**src/rtl/float_pkg.sv**
```systemverilog
// Shared definitions for the pipelined floating-point adder: format widths,
// special-value encodings and the records carried between pipeline stages.
package float_pkg;

    localparam int DEF_EXP_W = 8;
    localparam int DEF_MAN_W = 23;
    localparam int FP_W      = 1 + DEF_EXP_W + DEF_MAN_W;
    localparam int BIAS      = (1 << (DEF_EXP_W - 1)) - 1;
    localparam int EXP_MAX   = 2 * BIAS + 1;
    localparam int SIG_W     = DEF_MAN_W + 1;
    localparam int ALN_W     = SIG_W + 3;
    localparam int SUM_W     = ALN_W + 1;
    localparam int LZC_W     = $clog2(SUM_W + 1);
    localparam int XEXP_W    = DEF_EXP_W + 2;

    localparam logic [DEF_EXP_W-1:0] EXP_ONES       = '1;
    localparam logic [DEF_EXP_W-1:0] COLLAPSE_SHIFT = DEF_EXP_W'(DEF_MAN_W + 3);

    localparam logic [FP_W-1:0] QNAN    = {1'b0, {DEF_EXP_W{1'b1}}, 1'b1, {(DEF_MAN_W-1){1'b0}}};
    localparam logic [FP_W-1:0] POS_INF = {1'b0, {DEF_EXP_W{1'b1}}, {DEF_MAN_W{1'b0}}};
    localparam logic [FP_W-1:0] NEG_INF = {1'b1, {DEF_EXP_W{1'b1}}, {DEF_MAN_W{1'b0}}};

    typedef struct packed {
        logic invalid;
        logic overflow;
        logic underflow;
        logic inexact;
    } flags_t;

    // A result already decided in S1 (NaN, infinity, signed zero) rides along here
    typedef struct packed {
        logic            hit;
        logic [FP_W-1:0] value;
        flags_t          flags;
    } spec_t;

    typedef struct packed {
        logic                 valid;
        spec_t                spec;
        logic                 sign;
        logic                 eff_sub;
        logic [DEF_EXP_W-1:0] exp_l;
        logic [DEF_EXP_W-1:0] diff;
        logic [SIG_W-1:0]     sig_l;
        logic [SIG_W-1:0]     sig_s;
    } s1_t;

    typedef struct packed {
        logic                 valid;
        spec_t                spec;
        logic                 sign;
        logic                 eff_sub;
        logic [DEF_EXP_W-1:0] exp_l;
        logic [ALN_W-1:0]     aln_l;
        logic [ALN_W-1:0]     aln_s;
    } s2_t;

    typedef struct packed {
        logic              valid;
        spec_t             spec;
        logic              sign;
        logic              zero;
        logic [XEXP_W-1:0] exp_n;
        logic [SIG_W-1:0]  man;
        logic              guard;
        logic              rnd;
        logic              sticky;
    } s3_t;

endpackage

```
**src/rtl/float_lzc.sv**
```systemverilog
// Leading-zero counter; an all-zero input reports WIDTH.
module float_lzc #(
    parameter int WIDTH = 28,
    parameter int CNT_W = $clog2(WIDTH + 1)
) (
    input  logic [WIDTH-1:0] value,
    output logic [CNT_W-1:0] count
);

    // Scanning upward lets the highest set bit win without a found flag
    always_comb begin
        count = CNT_W'(WIDTH);
        for (int i = 0; i < WIDTH; i++) begin
            if (value[i]) begin
                count = CNT_W'(WIDTH - 1 - i);
            end
        end
    end

endmodule

```
**src/rtl/float_adder_pipe.sv**
```systemverilog
// Four-stage IEEE-754-style adder/subtractor with valid/ready handshake,
// round-to-nearest-even, flush-to-zero and a single global stall.
module float_adder_pipe
    import float_pkg::*;
#(
    parameter int EXP_W = DEF_EXP_W,
    parameter int MAN_W = DEF_MAN_W
) (
    input  logic                     clk,
    input  logic                     rst,
    input  logic                     in_valid,
    output logic                     in_ready,
    input  logic [EXP_W+MAN_W:0]     a,
    input  logic [EXP_W+MAN_W:0]     b,
    input  logic                     sub,
    output logic                     out_valid,
    input  logic                     out_ready,
    output logic [EXP_W+MAN_W:0]     Out,
    output logic [3:0]               flags
);

    s1_t s1_d, s1_q;
    s2_t s2_d, s2_q;
    s3_t s3_d, s3_q;
    logic [FP_W-1:0] out_d;
    flags_t          flags_d;

    assign in_ready = !out_valid || out_ready;

    logic                           sa, sb, swap;
    logic                           a_nan, b_nan, a_inf, b_inf, a_zero, b_zero;
    logic [DEF_EXP_W-1:0]           ea, eb;
    logic [DEF_MAN_W-1:0]           ma, mb;
    logic [DEF_EXP_W+DEF_MAN_W-1:0] mag_a, mag_b;
    logic [SIG_W-1:0]               sig_a, sig_b;

    assign sa     = a[FP_W-1];
    assign sb     = b[FP_W-1] ^ sub;
    assign ea     = a[FP_W-2 -: DEF_EXP_W];
    assign eb     = b[FP_W-2 -: DEF_EXP_W];
    assign ma     = a[DEF_MAN_W-1:0];
    assign mb     = b[DEF_MAN_W-1:0];
    assign a_zero = (ea == '0);
    assign b_zero = (eb == '0);
    assign a_inf  = (ea == EXP_ONES) && (ma == '0);
    assign b_inf  = (eb == EXP_ONES) && (mb == '0);
    assign a_nan  = (ea == EXP_ONES) && (ma != '0);
    assign b_nan  = (eb == EXP_ONES) && (mb != '0);
    assign mag_a  = a_zero ? '0 : {ea, ma};
    assign mag_b  = b_zero ? '0 : {eb, mb};
    assign sig_a  = a_zero ? '0 : {1'b1, ma};
    assign sig_b  = b_zero ? '0 : {1'b1, mb};
    assign swap   = (mag_b > mag_a);

    // S1: subnormals are already folded to zero above, so the larger magnitude
    // always carries the result sign and subtraction never goes negative
    always_comb begin
        s1_d         = '0;
        s1_d.valid   = in_valid;
        s1_d.sign    = swap ? sb : sa;
        s1_d.eff_sub = sa ^ sb;
        s1_d.exp_l   = swap ? eb : ea;
        s1_d.diff    = swap ? (eb - ea) : (ea - eb);
        s1_d.sig_l   = swap ? sig_b : sig_a;
        s1_d.sig_s   = swap ? sig_a : sig_b;
        if (a_nan || b_nan || (a_inf && b_inf && (sa != sb))) begin
            s1_d.spec.hit           = 1'b1;
            s1_d.spec.value         = QNAN;
            s1_d.spec.flags.invalid = 1'b1;
        end else if (a_inf) begin
            s1_d.spec.hit   = 1'b1;
            s1_d.spec.value = sa ? NEG_INF : POS_INF;
        end else if (b_inf) begin
            s1_d.spec.hit   = 1'b1;
            s1_d.spec.value = sb ? NEG_INF : POS_INF;
        end else if (a_zero && b_zero) begin
            s1_d.spec.hit   = 1'b1;
            s1_d.spec.value = {sa & sb, {(FP_W-1){1'b0}}};
        end
    end

    logic [ALN_W-1:0] aln_s_raw, aln_mask;

    assign aln_s_raw = {s1_q.sig_s, 3'b000};
    assign aln_mask  = (ALN_W'(1) << s1_q.diff) - ALN_W'(1);

    // S2: bits shifted out below the sticky position are ORed back into it
    always_comb begin
        s2_d         = '0;
        s2_d.valid   = s1_q.valid;
        s2_d.spec    = s1_q.spec;
        s2_d.sign    = s1_q.sign;
        s2_d.eff_sub = s1_q.eff_sub;
        s2_d.exp_l   = s1_q.exp_l;
        s2_d.aln_l   = {s1_q.sig_l, 3'b000};
        if (s1_q.diff >= COLLAPSE_SHIFT) begin
            s2_d.aln_s = {{(ALN_W-1){1'b0}}, |s1_q.sig_s};
        end else begin
            s2_d.aln_s = (aln_s_raw >> s1_q.diff)
                       | {{(ALN_W-1){1'b0}}, |(aln_s_raw & aln_mask)};
        end
    end

    logic [SUM_W-1:0] sum, norm;
    logic [LZC_W-1:0] lz;

    assign sum  = s2_q.eff_sub ? ({1'b0, s2_q.aln_l} - {1'b0, s2_q.aln_s})
                               : ({1'b0, s2_q.aln_l} + {1'b0, s2_q.aln_s});
    assign norm = sum << lz;

    float_lzc #(
        .WIDTH (SUM_W),
        .CNT_W (LZC_W)
    ) u_lzc (
        .value (sum),
        .count (lz)
    );

    // S3: the top sum bit is the carry slot, so a zero leading count means +1 on the exponent
    always_comb begin
        s3_d        = '0;
        s3_d.valid  = s2_q.valid;
        s3_d.spec   = s2_q.spec;
        s3_d.sign   = s2_q.sign;
        s3_d.zero   = (sum == '0);
        s3_d.exp_n  = XEXP_W'(s2_q.exp_l) + XEXP_W'(1) - XEXP_W'(lz);
        s3_d.man    = norm[SUM_W-1 -: SIG_W];
        s3_d.guard  = norm[SUM_W-SIG_W-1];
        s3_d.rnd    = norm[SUM_W-SIG_W-2];
        s3_d.sticky = |norm[SUM_W-SIG_W-3:0];
    end

    logic              inc;
    logic [SIG_W:0]    rounded;
    logic [XEXP_W-1:0] exp_r;
    logic [SIG_W-1:0]  man_r;

    assign inc     = s3_q.guard & (s3_q.rnd | s3_q.sticky | s3_q.man[0]);
    assign rounded = {1'b0, s3_q.man} + {{SIG_W{1'b0}}, inc};
    assign exp_r   = s3_q.exp_n + {{(XEXP_W-1){1'b0}}, rounded[SIG_W]};
    assign man_r   = rounded[SIG_W] ? rounded[SIG_W:1] : rounded[SIG_W-1:0];

    // S4: exact cancellation lands on +0; tiny results flush before rounding is considered
    always_comb begin
        out_d   = '0;
        flags_d = '0;
        if (s3_q.spec.hit) begin
            out_d   = s3_q.spec.value;
            flags_d = s3_q.spec.flags;
        end else if (s3_q.zero) begin
            out_d = '0;
        end else if ($signed(s3_q.exp_n) <= 0) begin
            out_d             = {s3_q.sign, {(FP_W-1){1'b0}}};
            flags_d.underflow = 1'b1;
            flags_d.inexact   = 1'b1;
        end else if ($signed(exp_r) >= EXP_MAX) begin
            out_d            = s3_q.sign ? NEG_INF : POS_INF;
            flags_d.overflow = 1'b1;
            flags_d.inexact  = 1'b1;
        end else begin
            out_d           = {s3_q.sign, exp_r[DEF_EXP_W-1:0], man_r[DEF_MAN_W-1:0]};
            flags_d.inexact = s3_q.guard | s3_q.rnd | s3_q.sticky;
        end
    end

    // The whole pipe, bubbles included, moves only when the output slot can take a result
    always_ff @(posedge clk) begin
        if (rst) begin
            s1_q      <= '0;
            s2_q      <= '0;
            s3_q      <= '0;
            out_valid <= 1'b0;
            Out       <= '0;
            flags     <= '0;
        end else if (in_ready) begin
            s1_q      <= s1_d;
            s2_q      <= s2_d;
            s3_q      <= s3_d;
            out_valid <= s3_q.valid;
            Out       <= out_d;
            flags     <= flags_d;
        end
    end

endmodule
```
**config.mk**
```make
export PLATFORM = sky130hd
export DESIGN_NAME = float_adder_pipe
export DESIGN_NICKNAME = d
export VERILOG_FILES = /design/src/rtl/float_pkg.sv /design/src/rtl/float_lzc.sv /design/src/rtl/float_adder_pipe.sv
export SDC_FILE = /design/constraint.sdc
export NUM_CORES = 1
export LEC_CHECK = 0
export ABC_AREA = 0
export CELL_PAD_IN_SITES_DETAIL_PLACEMENT = 0
export CELL_PAD_IN_SITES_GLOBAL_PLACEMENT = 2
export CORE_MARGIN = 8
export CORE_UTILIZATION = 35
export CTS_BUF_LIST = sky130_fd_sc_hd__clkbuf_4
export DETAILED_ROUTE_END_ITERATION = 16
export PLACE_DENSITY = 0.87
export SYNTH_ARGS = -nofsm -noshare
export SYNTH_HDL_FRONTEND = slang
export SYNTH_SLANG_ARGS = --single-unit
```
**constraint.sdc**
```tcl
create_clock -name clk -period 10.05 [get_ports clk]
set_input_delay 3.015 -clock clk [delete_from_list [all_inputs] [get_ports clk]]
set_output_delay 3.015 -clock clk [all_outputs]
set_load 0.005 [all_outputs]
```
==> results.cfg <==
[critical_path]
rr_endpoint = s3_q[35]$_SDFFE_PP0P_
startpoint_type = input port
ff2ff_path_depth = 27
regToRegSetupSlack_ns = 3.04
rr_startpoint = s2_q[3]$_SDFFE_PP0P_
cp_max_fo = 27
end_kind = flop
crit_start = b[24]
crit_type = in -> reg
crit_arrival_ns = 8.51
required_ns = 10.71

[drt]
routed_via_density = 5.66
drtPass1Iterations = 6
vias = 17500
drtIter0Drc = 1397
totalWireLength_um = 58000
avgRoutedWirePerCell_um = 18.8
ant_nets = 0
drc = 0

[sta]
tns_ns = 0
whs_ns = 0.449
skew_ns = 0.0443
period_share_pct = 78.1
hold_viol_final = 0
max_slew_margin_pct = 24.6
setup_viol = 0
drv_slew = 0
worst_pin_slew_ns = 1.13
timing.fmax_mhz = 127
rsz0062_at_grt = no
fin_ws_ns = 2.20
fin_crit_ns = 7.85

[global_route]
grt_antenna_before_repair = 2
grt_pass1_wl_um = 92700
grt_pass1_vias = 16800
grt_overflow = 0
grtUsageTotal_pct = 19.7
grt_max_degree = 183

[clock_tree]
numCtsBuffers = 57
ctsHoldBuffers = 0
clk_pin_slew_worst_paths_ns = 0.06
clock_sinks = 218
cts_max_path_buffers = 3
cts_tree = done
clockRootBuffer = clkbuf_4
post-cts-setup-buffers = 0
clk_latency_ns = 0.78
htree_levels = 2
cts.repair.resized = 0

[synth]
synth_edf_count = 0
ys.warnings.count = 0
syn-instance-count = 2376
synthesis.nets = 2560
synth_cell_type_count = 116
synth_area_leaders = dfxtp_1, ha_1, a21oi_1, nand2_1, nor2_1
synth_top_area_share_pct = 24.9
ys_seq_area_share_pct = 24.9
synth_ff_type = dfxtp_1
avgSynthCellArea_um2 = 7.38
syn-cell-area_mm2 = 0.0175
ys_ff_latch = 218
yosys.area.top_type = dfxtp_1
async_flop_share_pct = 0

[place]
io_buffers = 106
gp_congestion = 0.878
placed_cells = 2993
dpl.hpwl_um = 43300
place_ws_ns = 1.43

[job]
max-cap-violations = 0

[worst_hold_path]
min_path_type = reg -> reg
hold_start = s2_q[100]$_SDFFE_PP0P_
min_path_cells = 2
hold_end = s2_q[100]$_SDFFE_PP0P_

[final_layout]
num-fill-cells = 5225
fin_nets = 2564
post_layout_nonfiller_instances = 3094
drive_gt1_share_pct = 8.22
area_delta_synth_final_pct = 11.7

[floorplanning]
fp.dieH_um = 240
die_area_mm2 = 0.0575
start_util_pct = 35.2
ios = 107
num_rows = 82
core_area_mm2 = 0.0498
die_w_um = 240

[status]
status = complete, no violations

[power]
p_per_area_mw_per_mm2 = 187
power.leakage_nw = 7.62
irDropWorstVdd_mv = 0.0750
power_mw = 3.66
through the flow:
step | utilization, % | instance area (µm²)
after detailed placement | 37.9 | 18900
after global placement | 37.9 | 18900
final | 39.4 | 19600
after CTS | 39.4 | 19600
after global routing | 39.4 | 19600
after floorplan | - | 17500
Yosys cell counts, types with 12 or more instances:
master / number
a22oi_1: 52
mux2_2: 20
o22ai_1: 19
nor2b_1: 37
buf_2: 23
nor4_1: 38
nor2_1: 273
and3_1: 14
nand4_1: 25
and2_1: 30
a31oi_1: 28
a21o_1: 25
a211oi_1: 64
clkbuf_1: 127
a311oi_1: 33
buf_1: 19
nand3_1: 70
o21ai_1: 12
a21oi_1: 231
xnor2_1: 42
nor3_1: 63
o21ai_0: 89
ha_1: 111
o211ai_1: 19
dfxtp_1: 218
nand2b_1: 21
mux2i_1: 48
o31ai_1: 14
nand2_1: 279
xor2_1: 12
inv_1: 95
critical path, cell delays in order:
cell	delay [ns]
clkdlybuf4s50_1	0.59
nor4_1	0.42
nand2_1	0.50
and2_1	0.39
ha_1	0.31
nor2b_1	0.13
o21a_1	0.16
o21a_1	0.15
o21ai_0	0.14
nand2b_1	0.08
a21oi_1	0.13
o21ai_0	0.09
o21ai_0	0.51
a31oi_4	0.37
buf_4	0.31
mux2_2	0.31
o21ai_0	0.18
a21oi_1	0.12
o21ai_0	0.22
nor4b_1	0.08
a211o_1	0.29
kinds of logic (layout without fill, tap and decap cells):
family                     after synthesis  after routing  share of synthesized area, %
and+or+nand+nor                        916            916                          24.6
AOI/OAI and AO/OA                      714            714                          27.3
buffers and inverters                  278            322                          6.51
DFF                                    218            218                          24.9
adders and majority gates              115            115                          8.38
muxes                                   79             79                          5.33
xor gates and xnor gates                56             56                          2.95
other                                    0              2                             0
flip-flops by register name, indices dropped and copies added, names as in the netlist:
signal and count:
s1_q 47, flags 4, s2_q 66, out_valid 1, Out 32, s3_q 44
aln_s_raw 24
layout by cell type (no fill, tap or decap), types with 8 or more instances in the layout:
cell             count
o21ai_0             89
a21o_1              25
nand3_1             70
a31oi_1             27
nand2b_1            21
nand2_1            279
nor2b_1             36
ha_1               111
a211oi_1            64
nor4_1              38
inv_1               95
o22ai_1             19
a311oi_1            33
o31ai_1             14
mux4_2               9
clkbuf_4            88
o21bai_1             9
dfxtp_1            217
o21a_1              11
and2_1              30
clkdlybuf4s50_1    105
nand4_1             25
a21oi_1            231
a32oi_1              8
nor3_1              63
buf_4               17
o21ai_1             12
nor2_1             272
and3_1              14
xnor2_1             42
a22oi_1             52
o211ai_1            19
or3_1                9
xor2_1              12
a211o_1              8
mux2_2              20
mux2i_1             48
where the power goes:
part           switching (mW)  total (mW)  internal, mW
clock                   0.378       0.775         0.398
combinational            1.05        1.74         0.684
sequential              0.149        1.15         0.998
total                    1.58        3.66          2.08
metal layers:
| layer | wire length [µm] | track usage [%] | vias to the layer above | part of all wire [%] |
|---|---|---|---|---|
| met5 | 0 | 0 | - | 0 |
| met4 | 1300 | 5.75 | 0 | 2.2 |
| met3 | 2980 | 3.14 | 96 | 5.1 |
| met2 | 26100 | 31.5 | 476 | 45 |
| met1 | 27700 | 27.1 | 8260 | 48 |
| li1 | - | - | 8665 | - |
how the worst max path moves through the flow:
stage | end | slack (ns) | cells after the start
after CTS | s1_q[54]$_SDFFE_PP0P_ | 2.28 | 21
after global placement | s1_q[54]$_SDFFE_PP0P_ | 1.56 | 21
final | s1_q[54]$_SDFFE_PP0P_ | 2.20 | 21
after detailed placement | s1_q[54]$_SDFFE_PP0P_ | 1.43 | 21
after floorplan | aln_s_raw[3]$_SDFFE_PP0P_ | 3.15 | 19
after global routing | s1_q[54]$_SDFFE_PP0P_ | 1.77 | 21
area by class of cell:
cell class	count	area [µm²]	area share (%)
multi-input cells	1880	12100	61.6
clock inverters	11	61.3	0.313
well taps	672	841	4.29
repair buffers	124	1210	6.18
diodes	2	5.00	0.0256
flip-flops and latches	218	4370	22.3
clock buffers	88	661	3.37
inverters	99	379	1.94
Note: power is estimated with default switching activity, not from simulation.
